--- src/rtl/bus1_pkg.sv ---
// Shared types, widths and helpers for the CPU bus-1 front end.
// Imported by the request interface and by cache_bus1_slave.
package bus1_pkg;

  localparam int TAG_W = 10;
  localparam int SET_W = 5;
  localparam int OFF_W = 4;
  localparam int A1_W  = 15;
  localparam int D1_W  = 16;
  localparam int C1_W  = 3;
  localparam int WD_W  = 32;

  typedef enum logic [2:0] {
    C1_NOP        = 3'd0,
    C1_READ8      = 3'd1,
    C1_READ16     = 3'd2,
    C1_READ32     = 3'd3,
    C1_INVALIDATE = 3'd4,
    C1_WRITE8     = 3'd5,
    C1_WRITE16    = 3'd6,
    C1_WRITE32    = 3'd7
  } c1_cmd_t;

  // When this block drives C1, code 7 means C1_RESPONSE.
  localparam c1_cmd_t C1_RESPONSE = C1_WRITE32;

  typedef enum logic [2:0] {
    S_IDLE,
    S_ADDR2,
    S_ISSUE,
    S_WAIT,
    S_TURN,
    S_RESP1,
    S_RESP2
  } state_t;

  function automatic logic [15:0] bswap16(
    input logic [15:0] x
  );
    return {x[7:0], x[15:8]};
  endfunction

endpackage

--- src/rtl/cache_bus1_slave_if.sv ---
// Request/response channel between the bus-1 front end and
// the cache core.
interface cache_bus1_slave_if #(
  parameter int TAG_W = bus1_pkg::TAG_W,
  parameter int SET_W = bus1_pkg::SET_W,
  parameter int OFF_W = bus1_pkg::OFF_W
) ();

  logic             req_valid;
  logic             req_ready;
  logic [2:0]       req_cmd;
  logic [TAG_W-1:0] req_tag;
  logic [SET_W-1:0] req_set;
  logic [OFF_W-1:0] req_offset;
  logic [31:0]      req_wdata;
  logic             resp_valid;
  logic [31:0]      resp_rdata;

  modport master (
    output req_valid,
    output req_cmd,
    output req_tag,
    output req_set,
    output req_offset,
    output req_wdata,
    input  req_ready,
    input  resp_valid,
    input  resp_rdata
  );

  modport slave (
    input  req_valid,
    input  req_cmd,
    input  req_tag,
    input  req_set,
    input  req_offset,
    input  req_wdata,
    output req_ready,
    output resp_valid,
    output resp_rdata
  );

endinterface

--- src/rtl/cache_bus1_slave.sv ---
// Bus-1 slave: decodes the two-tact command phase, issues one
// request to the cache core and drives the C1_RESPONSE phase.
module cache_bus1_slave
  import bus1_pkg::*;
#(
  parameter int CACHE_TAG_SIZE    = TAG_W,
  parameter int CACHE_SET_SIZE    = SET_W,
  parameter int CACHE_OFFSET_SIZE = OFF_W,
  parameter int ADDR1_BUS_SIZE    = A1_W,
  parameter int DATA1_BUS_SIZE    = D1_W,
  parameter int CTR1_BUS_SIZE     = C1_W
) (
  input  logic                      clk,
  input  logic                      reset,
  input  logic [ADDR1_BUS_SIZE-1:0] a1_in,
  input  logic [DATA1_BUS_SIZE-1:0] d1_in,
  input  logic [CTR1_BUS_SIZE-1:0]  c1_in,
  output logic [DATA1_BUS_SIZE-1:0] d1_out,
  output logic                      d1_oe,
  output logic [CTR1_BUS_SIZE-1:0]  c1_out,
  output logic                      c1_oe,
  cache_bus1_slave_if.master        core
);

  localparam int TS = CACHE_TAG_SIZE;
  localparam int SS = CACHE_SET_SIZE;
  localparam int OS = CACHE_OFFSET_SIZE;

  state_t  state, state_nx;
  c1_cmd_t cmd;

  logic [TS-1:0]             tag;
  logic [SS-1:0]             set;
  logic [OS-1:0]             offset;
  logic [DATA1_BUS_SIZE-1:0] dlo;
  logic [DATA1_BUS_SIZE-1:0] dhi;
  logic [31:0]               rdata;
  logic                      is_read;

  always_ff @(posedge clk) begin
    if (reset) begin
      state  <= S_IDLE;
      cmd    <= C1_NOP;
      tag    <= '0;
      set    <= '0;
      offset <= '0;
      dlo    <= '0;
      dhi    <= '0;
      rdata  <= '0;
    end else begin
      state <= state_nx;
      unique case (state)
        S_IDLE: begin
          if (c1_in != '0) begin
            cmd    <= c1_cmd_t'(c1_in);
            tag    <= a1_in[TS+SS-1:SS];
            set    <= a1_in[SS-1:0];
            dlo    <= d1_in;
            offset <= '0;
            dhi    <= '0;
          end
        end
        S_ADDR2: begin
          offset <= a1_in[OS-1:0];
          dhi    <= d1_in;
        end
        S_WAIT: begin
          if (core.resp_valid) rdata <= core.resp_rdata;
        end
        default: ;
      endcase
    end
  end

  always_comb begin
    state_nx = state;
    unique case (state)
      S_IDLE: begin
        if (c1_in != '0)
          state_nx = (c1_in == C1_INVALIDATE) ? S_ISSUE : S_ADDR2;
      end
      S_ADDR2: state_nx = S_ISSUE;
      S_ISSUE: if (core.req_ready) state_nx = S_WAIT;
      S_WAIT:  if (core.resp_valid) state_nx = S_TURN;
      S_TURN:  state_nx = S_RESP1;
      S_RESP1: state_nx = (cmd == C1_READ32) ? S_RESP2 : S_IDLE;
      S_RESP2: state_nx = S_IDLE;
      default: state_nx = S_IDLE;
    endcase
  end

  assign is_read = (cmd == C1_READ8) || (cmd == C1_READ16) ||
                   (cmd == C1_READ32);

  always_comb begin
    d1_out = '0;
    d1_oe  = 1'b0;
    c1_out = '0;
    c1_oe  = 1'b0;
    unique case (state)
      S_RESP1: begin
        c1_oe  = 1'b1;
        c1_out = C1_RESPONSE;
        d1_oe  = is_read;
        unique case (1'b1)
          cmd == C1_READ8:  d1_out = {8'h00, rdata[7:0]};
          cmd == C1_READ16,
          cmd == C1_READ32: d1_out = bswap16(rdata[15:0]);
          default:          d1_out = '0;
        endcase
      end
      S_RESP2: begin
        c1_oe  = 1'b1;
        c1_out = C1_RESPONSE;
        d1_oe  = 1'b1;
        d1_out = bswap16(rdata[31:16]);
      end
      default: ;
    endcase
  end

  always_comb begin
    core.req_wdata = '0;
    unique case (1'b1)
      cmd == C1_WRITE8:  core.req_wdata = {24'h0, dlo[7:0]};
      cmd == C1_WRITE16: core.req_wdata = {16'h0, bswap16(dlo)};
      cmd == C1_WRITE32: core.req_wdata = {bswap16(dhi), bswap16(dlo)};
      default:           core.req_wdata = '0;
    endcase
  end

  assign core.req_valid  = (state == S_ISSUE);
  assign core.req_cmd    = cmd;
  assign core.req_tag    = tag;
  assign core.req_set    = set;
  assign core.req_offset = offset;

  // Our own C1_RESPONSE drive is visible on c1_in, so skip those tacts.
  c1_quiet_outside_idle: assert property (
    @(posedge clk) disable iff (reset)
    (state != S_IDLE && !c1_oe) |-> (c1_in == '0)
  );

endmodule

--- src/flat_wrapper.sv ---
// flat-port wrapper written by rule: the top's interface ports become plain ports
module cache_bus1_slave_flat import bus1_pkg::*;
#(
  parameter int CACHE_TAG_SIZE    = TAG_W,
  parameter int CACHE_SET_SIZE    = SET_W,
  parameter int CACHE_OFFSET_SIZE = OFF_W,
  parameter int ADDR1_BUS_SIZE    = A1_W,
  parameter int DATA1_BUS_SIZE    = D1_W,
  parameter int CTR1_BUS_SIZE     = C1_W
)
  (clk, reset, a1_in, d1_in, c1_in, d1_out, d1_oe, c1_out, c1_oe, core_req_valid, core_req_cmd, core_req_tag, core_req_set, core_req_offset, core_req_wdata, core_req_ready, core_resp_valid, core_resp_rdata);
  cache_bus1_slave_if core_i ();
  input  logic clk;
  input  logic reset;
  input  logic [ADDR1_BUS_SIZE-1:0] a1_in;
  input  logic [DATA1_BUS_SIZE-1:0] d1_in;
  input  logic [CTR1_BUS_SIZE-1:0] c1_in;
  output logic [DATA1_BUS_SIZE-1:0] d1_out;
  output logic d1_oe;
  output logic [CTR1_BUS_SIZE-1:0] c1_out;
  output logic c1_oe;
  output wire logic [$bits(core_i.req_valid)-1:0] core_req_valid;
  output wire logic [$bits(core_i.req_cmd)-1:0] core_req_cmd;
  output wire logic [$bits(core_i.req_tag)-1:0] core_req_tag;
  output wire logic [$bits(core_i.req_set)-1:0] core_req_set;
  output wire logic [$bits(core_i.req_offset)-1:0] core_req_offset;
  output wire logic [$bits(core_i.req_wdata)-1:0] core_req_wdata;
  input wire logic [$bits(core_i.req_ready)-1:0] core_req_ready;
  input wire logic [$bits(core_i.resp_valid)-1:0] core_resp_valid;
  input wire logic [$bits(core_i.resp_rdata)-1:0] core_resp_rdata;
  assign core_req_valid = core_i.req_valid;
  assign core_req_cmd = core_i.req_cmd;
  assign core_req_tag = core_i.req_tag;
  assign core_req_set = core_i.req_set;
  assign core_req_offset = core_i.req_offset;
  assign core_req_wdata = core_i.req_wdata;
  assign core_i.req_ready = core_req_ready;
  assign core_i.resp_valid = core_resp_valid;
  assign core_i.resp_rdata = core_resp_rdata;
  cache_bus1_slave #(.CACHE_TAG_SIZE(CACHE_TAG_SIZE), .CACHE_SET_SIZE(CACHE_SET_SIZE), .CACHE_OFFSET_SIZE(CACHE_OFFSET_SIZE), .ADDR1_BUS_SIZE(ADDR1_BUS_SIZE), .DATA1_BUS_SIZE(DATA1_BUS_SIZE), .CTR1_BUS_SIZE(CTR1_BUS_SIZE)) u_core (.clk(clk), .reset(reset), .a1_in(a1_in), .d1_in(d1_in), .c1_in(c1_in), .d1_out(d1_out), .d1_oe(d1_oe), .c1_out(c1_out), .c1_oe(c1_oe), .core(core_i));
endmodule
--- config.mk ---
export PLATFORM = sky130hd
export DESIGN_NAME = cache_bus1_slave_flat
export DESIGN_NICKNAME = d
export VERILOG_FILES = /design/src/rtl/bus1_pkg.sv /design/src/rtl/cache_bus1_slave_if.sv /design/src/rtl/cache_bus1_slave.sv /design/src/flat_wrapper.sv
export SDC_FILE = /design/constraint.sdc
export NUM_CORES = 1
export LEC_CHECK = 0
export ABC_AREA = 1
export CAP_MARGIN = 10
export CORE_ASPECT_RATIO = 1.25
export CORE_UTILIZATION = 44
export CTS_CLUSTER_DIAMETER = 80
export DETAILED_ROUTE_END_ITERATION = 12
export GPL_TIMING_DRIVEN = 0
export PLACE_DENSITY = 0.8
export REMOVE_ABC_BUFFERS = 1
export SETUP_SLACK_MARGIN = 0.05
export SYNTH_ARGS = -nofsm -noshare
export SYNTH_HDL_FRONTEND = slang
export SYNTH_SLANG_ARGS = --single-unit
--- constraint.sdc ---
create_clock -name clk -period 1.6 [get_ports clk]
set_input_delay 0.32 -clock clk [delete_from_list [all_inputs] [get_ports clk]]
set_output_delay 0.32 -clock clk [all_outputs]
set_load 0.01 [all_outputs]
==> results of run 1 <==
[per-stage QoR]
stage	total power [W]	setup TNS, ns	util
after CTS	0.00859	-5.96	0.713
after floorplan	0.00487	-0.744	-
final	0.0105	-9.90	0.801
after global placement	0.00607	-151.19	0.628
after detailed placement	0.00616	-117.56	0.628
after global routing	0.0109	-12.71	0.801
[final cells by class]
cell class                 instances  area, µm²
clock inverter                     7       93.8
fill                             530       1670
timing repair buffer             203       1820
multi-input combinational        351       2370
clock buffer                       9        124
tap                              117        146
timing repair inverter             2       27.5
inverter                          71        322
sequential                        89       1800
[state kept, by name (all words and copies together), names as in the netlist]
register                cells
u_core.state                3
u_core.dlo                 16
u_core.core.req_set         5
u_core.core.req_offset      4
u_core.dhi                 16
u_core.core.req_cmd         3
u_core.core.req_tag        10
u_core.rdata               32
[power by group through the flow]
stage | clock [W] | sequential [W] | combinational [W]
4_1_cts | 0.00172 | 0.00322 | 0.00364
5_1_grt | 0.00182 | 0.00335 | 0.00568
3_3_place_gp | 0 | 0.00323 | 0.00284
3_5_place_dp | 0 | 0.00326 | 0.00291
2_1_floorplan | 0 | 0.00328 | 0.00159
6_report | 0.00175 | 0.00330 | 0.00541
[Yosys cell counts (all sizes together)]
library cell and n:
dfxtp 89, nor2 84, nand3 18, o22ai 8, nand3b 2, o32ai 8
clkinv 1, nand2 75, inv 70, o21ai 82, buf 24, clkbuf 10
a21oi 64
[cell families (layout without fill, tap and decap cells)]
logic type | after synthesis | count (layout) | share of synthesized area
compound gates | 162 | 162 | 0.230
buf+inv | 105 | 292 | 0.121
flops | 89 | 89 | 0.461
simple gates | 179 | 189 | 0.189
[timing repair]
action	4_1_cts	5_1_grt
hold buffers	0	0
endpoints found under the setup margin	144	138
setup buffers	33	26
gates cloned	3	9
resized for setup	351	153
pin swaps	27	41
[how the worst max path moves through the flow]
stage,end,start,cells past startpoint,slack (ns)
after floorplan,d1_out[10],u_core.core.req_cmd[1]$_SDFFE_PP0P_,2,-0.08
after global placement,u_core.rdata[0]$_SDFFE_PP0P_,reset,4,-1.80
after detailed placement,u_core.rdata[19]$_SDFFE_PP0P_,reset,4,-1.25
after CTS,d1_out[0],u_core.core.req_cmd[1]$_SDFFE_PP0P_,7,-0.25
after global routing,core_req_wdata[4],u_core.core.req_cmd[2]$_SDFFE_PP0P_,5,-0.32
final,core_req_wdata[4],u_core.core.req_cmd[2]$_SDFFE_PP0P_,5,-0.29
[worst min-delay path: stages (launching register included)]
cell and delay (ns):
dfxtp_1 0.30, inv_1 0.06, a21oi_1 0.06
[routing by layer]
| layer | track usage | up-vias |
|---|---|---|
| met5 | 0 | - |
| met4 | 0.0893 | 0 |
| met3 | 0.0801 | 65 |
| met2 | 0.469 | 248 |
| met1 | 0.297 | 2223 |
| li1 | - | 2125 |
==> results_dict.tcl, run 1 <==
set metrics [dict create \
    grt_pass1_wl_um 19200 \
    ys_seq_area_frac 0.461 \
    p_switching_w 0.00460 \
    antenna_cells 0 \
    gp_congestion 0.880 \
    end_kind "output pin" \
    clk_pin_slew_ns 0.10 \
    p_seq_frac 0.316 \
    core-area_um2 8380 \
    worstHoldStart "u_core.rdata[24]$_SDFFE_PP0P_" \
    clockBufferDepth 2 \
    area_growth_pct 73.4 \
    vias_per_cell 5.49 \
    rows 37 \
    final_cells 849 \
    yosysTopAreaCell "dfxtp_1" \
    finalClockSkew_ns 0.0146 \
    nNetsFinal 797 \
    portBuffers 145 \
    ys_types 24 \
    fin_area_um2 6710 \
    ant_nets 0 \
    vdd_drop_max_mv 0.811 \
    initial_core_util 0.462 \
    wl_met1_um 5490 \
    p_comb_frac 0.517 \
    wl_per_cell_um 18.0 \
    maxCapViolations 0 \
    yosysWarningCount 0 \
    dieHeight_um 107 \
    cpPeakStageDelay_ns 0.42 \
    placedCellCount 763 \
    p_int_w 0.00586 \
    most-common-layout-cells "dfxtp_1 (83), clkdlybuf4s50_1 (68), nand2_1 (63)" \
    avgSynthCellArea_um2 7.23 \
    outcome "finished, violations left" \
    worstSkewPairLatency_ns 0.37 \
    wl_met2_um 7860 \
    ys_ff_latch 89 \
    grt_pass1_vias 3999 \
    drc 0 \
    violations "negative setup slack" \
    cp_num_buf_inv 3 \
    layout_setup_ws_ns -0.293 \
    dpl_cell_area_um2 5260 \
    power_frac_clock 0.167 \
    period_needed_ns 1.89 \
    pin_count 146 \
    rsz0062_at_grt "yes" \
    regToRegEndpoint "u_core.dlo[15]$_SDFFE_PP0P_" \
    drive_above_1_share 0.337 \
    final_common_cell "dfxtp_1" \
    cp.arrival_ns 1.57 \
    r2r_slack_ns -0.01 \
    min_to "u_core.rdata[24]$_SDFFE_PP0P_" \
    hold-worst-slack_ns 0.457 \
    hold_viol_final 0 \
    critical_path.slowest_cell "dfxtp_4" \
    die-area_um2 9170 \
    cts-root-buf "clkbuf_8" \
    p_leak_nw 2.61 \
    synth_area_um2 3870 \
    crit_chain "buf_6 > nand3_4 > buf_4 > o21ai_2 > buf_2" \
    wirelength_um 15300 \
    fp.dieW_um 85.9 \
    hold_path_class "reg -> reg" \
    r2r.worst_path.cells 10 \
    cts_buffers 9 \
    hold-path-cell-count 2 \
    cts_tree "built" \
    drt_iter0_drc 268 \
    slew_headroom 0.555 \
    criticalPathCategory "reg -> out" \
    vias 4661 \
    crit_fanout 8 \
    finalCritPeriodShare 1.18 \
    reg2reg_from "u_core.state[0]$_SDFFE_PP0P_" \
    drt_first_pass_iters 5 \
    gr-usage-all-layers 0.264 \
    critPathTopFamily "buffers and inverters" \
    place_hpwl_um 7010 \
    crit_path_start_kind "flop" \
    wl_met3_um 1200 \
    slew_viol_final 0 \
    cp_data_required_time_ns 1.28 \
    synthTopCellsByArea "dfxtp_1 (46%), o21ai_0 (10%), nor2_1 (8.0%), a21oi_1 (7.0%), nand2_1 (6.8%)" \
    synth_cells 535 \
    tightest_slew_ns 0.667 \
    p_per_area_nw_per_um2 1560 \
    antenna_found_initial 0 \
    setup_viol 56 \
    grt_overflow_total 0 \
    maxUsedRoutingLayer "met4" \
    cts.sinks 89 \
    yosysTopAreaCellShare 0.461 \
    grt_max_degree 67 \
    timing.fmax_ghz 0.528 \
    swShare 0.440 \
    place_ws_ns -1.25 \
    cts_htree_levels 3 \
]
Power figures use the tool's default switching activity.
==> run 2, diff against run 1 <==
--- a/config.mk
+++ b/config.mk
@@ -8,11 +8,11 @@
 export ABC_AREA = 1
 export CAP_MARGIN = 10
 export CORE_ASPECT_RATIO = 1.25
-export CORE_UTILIZATION = 44
+export CORE_UTILIZATION = 40
 export CTS_CLUSTER_DIAMETER = 80
 export DETAILED_ROUTE_END_ITERATION = 12
 export GPL_TIMING_DRIVEN = 0
-export PLACE_DENSITY = 0.8
+export PLACE_DENSITY = 0.77
 export REMOVE_ABC_BUFFERS = 1
 export SETUP_SLACK_MARGIN = 0.05
 export SYNTH_ARGS = -nofsm -noshare
==> constraint.sdc (replaced) <==
create_clock -name clk -period 1.68 [get_ports clk]
set_input_delay 0.336 -clock clk [delete_from_list [all_inputs] [get_ports clk]]
set_output_delay 0.336 -clock clk [all_outputs]
set_load 0.01 [all_outputs]
==> run 2 against run 1 <==
  * The run still ends with negative setup slack left
  * Combinational power is 32% lower
  * Clock power up 11%
  * Sequential share of layout area grew 1.9 points
  * Cell count down 4.0%
  * Clock skew shrank 0.0084 ns
  * Critical endpoint is now d1_out[9]
  * Largest power group unchanged
  * Utilization is 12 points lower
==> results_dict.tcl, run 2 (synthesized netlist as in run 1, its figures left out) <==
set metrics [dict create \
    outcome "finished, violations left" \
    violations "negative setup slack" \
    grt_overflow_total 0 \
    clockBufferDepth 2 \
    finalCritPeriodShare 1.07 \
    end_kind "output pin" \
    critPathTopFamily "flip-flops" \
    design_power_total_w 0.00873 \
    pin_count 146 \
    postLayoutCoreUtil 0.677 \
    initial_core_util 0.417 \
    r2r.worst_path.cells 7 \
    layout_setup_ws_ns -0.119 \
    drt_iter0_drc 241 \
    ant_nets 0 \
    most-common-layout-cells "clkdlybuf4s50_1 (87), dfxtp_1 (83), nand2_1 (65)" \
    critical_path.slowest_cell "dfxtp_4" \
    wirelength_um 12600 \
    setup_viol 32 \
    drc 0 \
    timing.fmax_ghz 0.556 \
    grt_pass1_vias 3955 \
    finalClockSkew_ns 0.00620 \
    antenna_found_initial 0 \
    crit_path_start_kind "flop" \
    place_hpwl_um 7530 \
    cts_buffers 9 \
    grt_pass1_wl_um 18700 \
    core-area_um2 9270 \
    top_regs "u_core.rdata (32), u_core.dhi (16), u_core.dlo (16)" \
    rsz0062_at_grt "yes" \
    p_per_area_nw_per_um2 1390 \
    regArea_um2 1800 \
    place_ws_ns -1.25 \
    vdd_drop_max_mv 0.661 \
    cp.arrival_ns 1.46 \
    cp_data_required_time_ns 1.34 \
    criticalPathCategory "reg -> out" \
    nNetsFinal 759 \
    slew_headroom 0.560 \
    final_common_cell "clkdlybuf4s50_1" \
    crit_chain "buf_8 > nand2_8 > o32ai_1 > buf_2" \
    drive_above_1_share 0.264 \
    hold-worst-slack_ns 0.458 \
    gp_congestion 0.836 \
    fp.dieW_um 90.0 \
    crit_fanout 8 \
    wl_per_cell_um 15.5 \
    multi_input_area_um2 2070 \
    ctsHoldBuffers 0 \
    maxCapViolations 0 \
    cts-root-buf "clkbuf_16" \
    slew_viol_final 0 \
    top_register "u_core.rdata" \
    cts_htree_levels 3 \
    grt_max_degree 67 \
    largest_reg_flops 32 \
    portBuffers 145 \
    tightest_slew_ns 0.660 \
    cp_num_buf_inv 2 \
    worstSkewPairLatency_ns 0.33 \
    cpPeakStageDelay_ns 0.41 \
    period_needed_ns 1.80 \
    drt_first_pass_iters 5 \
    p_leak_nw 2.39 \
    antenna_cells 0 \
    cts.sinks 89 \
    cts_tree "built" \
    area_growth_pct 62.2 \
    hold_viol_final 0 \
    gr-usage-all-layers 0.230 \
    hold-path-cell-count 2 \
    die-area_um2 10100 \
    hold_path_class "reg -> reg" \
    vias 4164 \
    clk_pin_slew_ns 0.06 \
    rows 39 \
    nFillCells 767 \
    fin_setup_tns_ns -2.13 \
    vias_per_cell 5.11 \
    path_depth 4 \
    dieHeight_um 112 \
]
run 2: cell types whose count changed in the layout (fill, tap and decap cells not counted), moves of 8 or more:
cell / change
buf_2: -15
nand2_8: -9
o21ai_1: -9
o21ai_2: -8
clkdlybuf4s50_1: +19
nor2_1: +10
dlygate4sd2_1: -18
buf_4: -20
clkbuf_2: +9
o21ai_0: +17
clkbuf_16: +10
nor2_2: -9
clkbuf_8: -8
run 2: metrics by stage:
stage          cells  area (µm²)
6_report         815        6270
3_5_place_dp     769        5270
3_3_place_gp     769        5270
2_1_floorplan    501        3670
5_1_grt          815        6270
4_1_cts          805        5770
run 2: path summary, 6_finish.rpt:
check | end | slack [ns] | from
max | d1_out[9] | -0.12 | u_core.core.req_cmd[1]$_SDFFE_PP0P_
min | u_core.rdata[27]$_SDFFE_PP0P_ | 0.46 | u_core.rdata[27]$_SDFFE_PP0P_
max reg2reg | u_core.rdata[16]$_SDFFE_PP0P_ | 0.05 | u_core.state[1]$_SDFFE_PP0P_
min reg2reg | u_core.rdata[27]$_SDFFE_PP0P_ | 0.46 | u_core.rdata[27]$_SDFFE_PP0P_
run 2: repair_timing:
| action | 4_1_cts | 5_1_grt |
|---|---|---|
| buffers inserted | 22 | 8 |
| resized for setup | 274 | 132 |
| endpoints found under the setup margin | 124 | 126 |
| cloned | 0 | 2 |
| pin swaps | 7 | 18 |
run 2: area by class of cell:
type | count | area share
Multi-Input combinational cell | 342 | 0.330
Clock buffer | 11 | 0.0387
Inverter | 71 | 0.0493
Clock inverter | 3 | 0.00678
Sequential cell | 89 | 0.288
Timing Repair Buffer | 176 | 0.263
Tap cell | 123 | 0.0245
run 2: report_power, final:
part           internal, W  switching (W)  total (W)
clock network      0.00117       0.000774    0.00195
registers          0.00274       0.000376    0.00312
logic              0.00146        0.00221    0.00366
total              0.00537        0.00336    0.00873
run 2: worst reg2reg max path, delay by kind of cell, from the launching register on:
| kind | cells | cell delay [ns] |
|---|---|---|
| AO/OA/AOI/OAI | 2 | 0.36 |
| buffers and inverters | 2 | 0.21 |
| flip-flops | 1 | 0.38 |
| AND/OR/NAND/NOR | 3 | 0.57 |
run 2: routing by layer:
| layer | global-route usage | wire [µm] | up-vias |
|---|---|---|---|
| met3 | 0.0314 | 572 | 17 |
| met1 | 0.277 | 5230 | 1968 |
| met4 | 0.0796 | 227 | 0 |
| li1 | - | - | 2034 |
| met2 | 0.417 | 6580 | 145 |
| met5 | 0 | 0 | - |
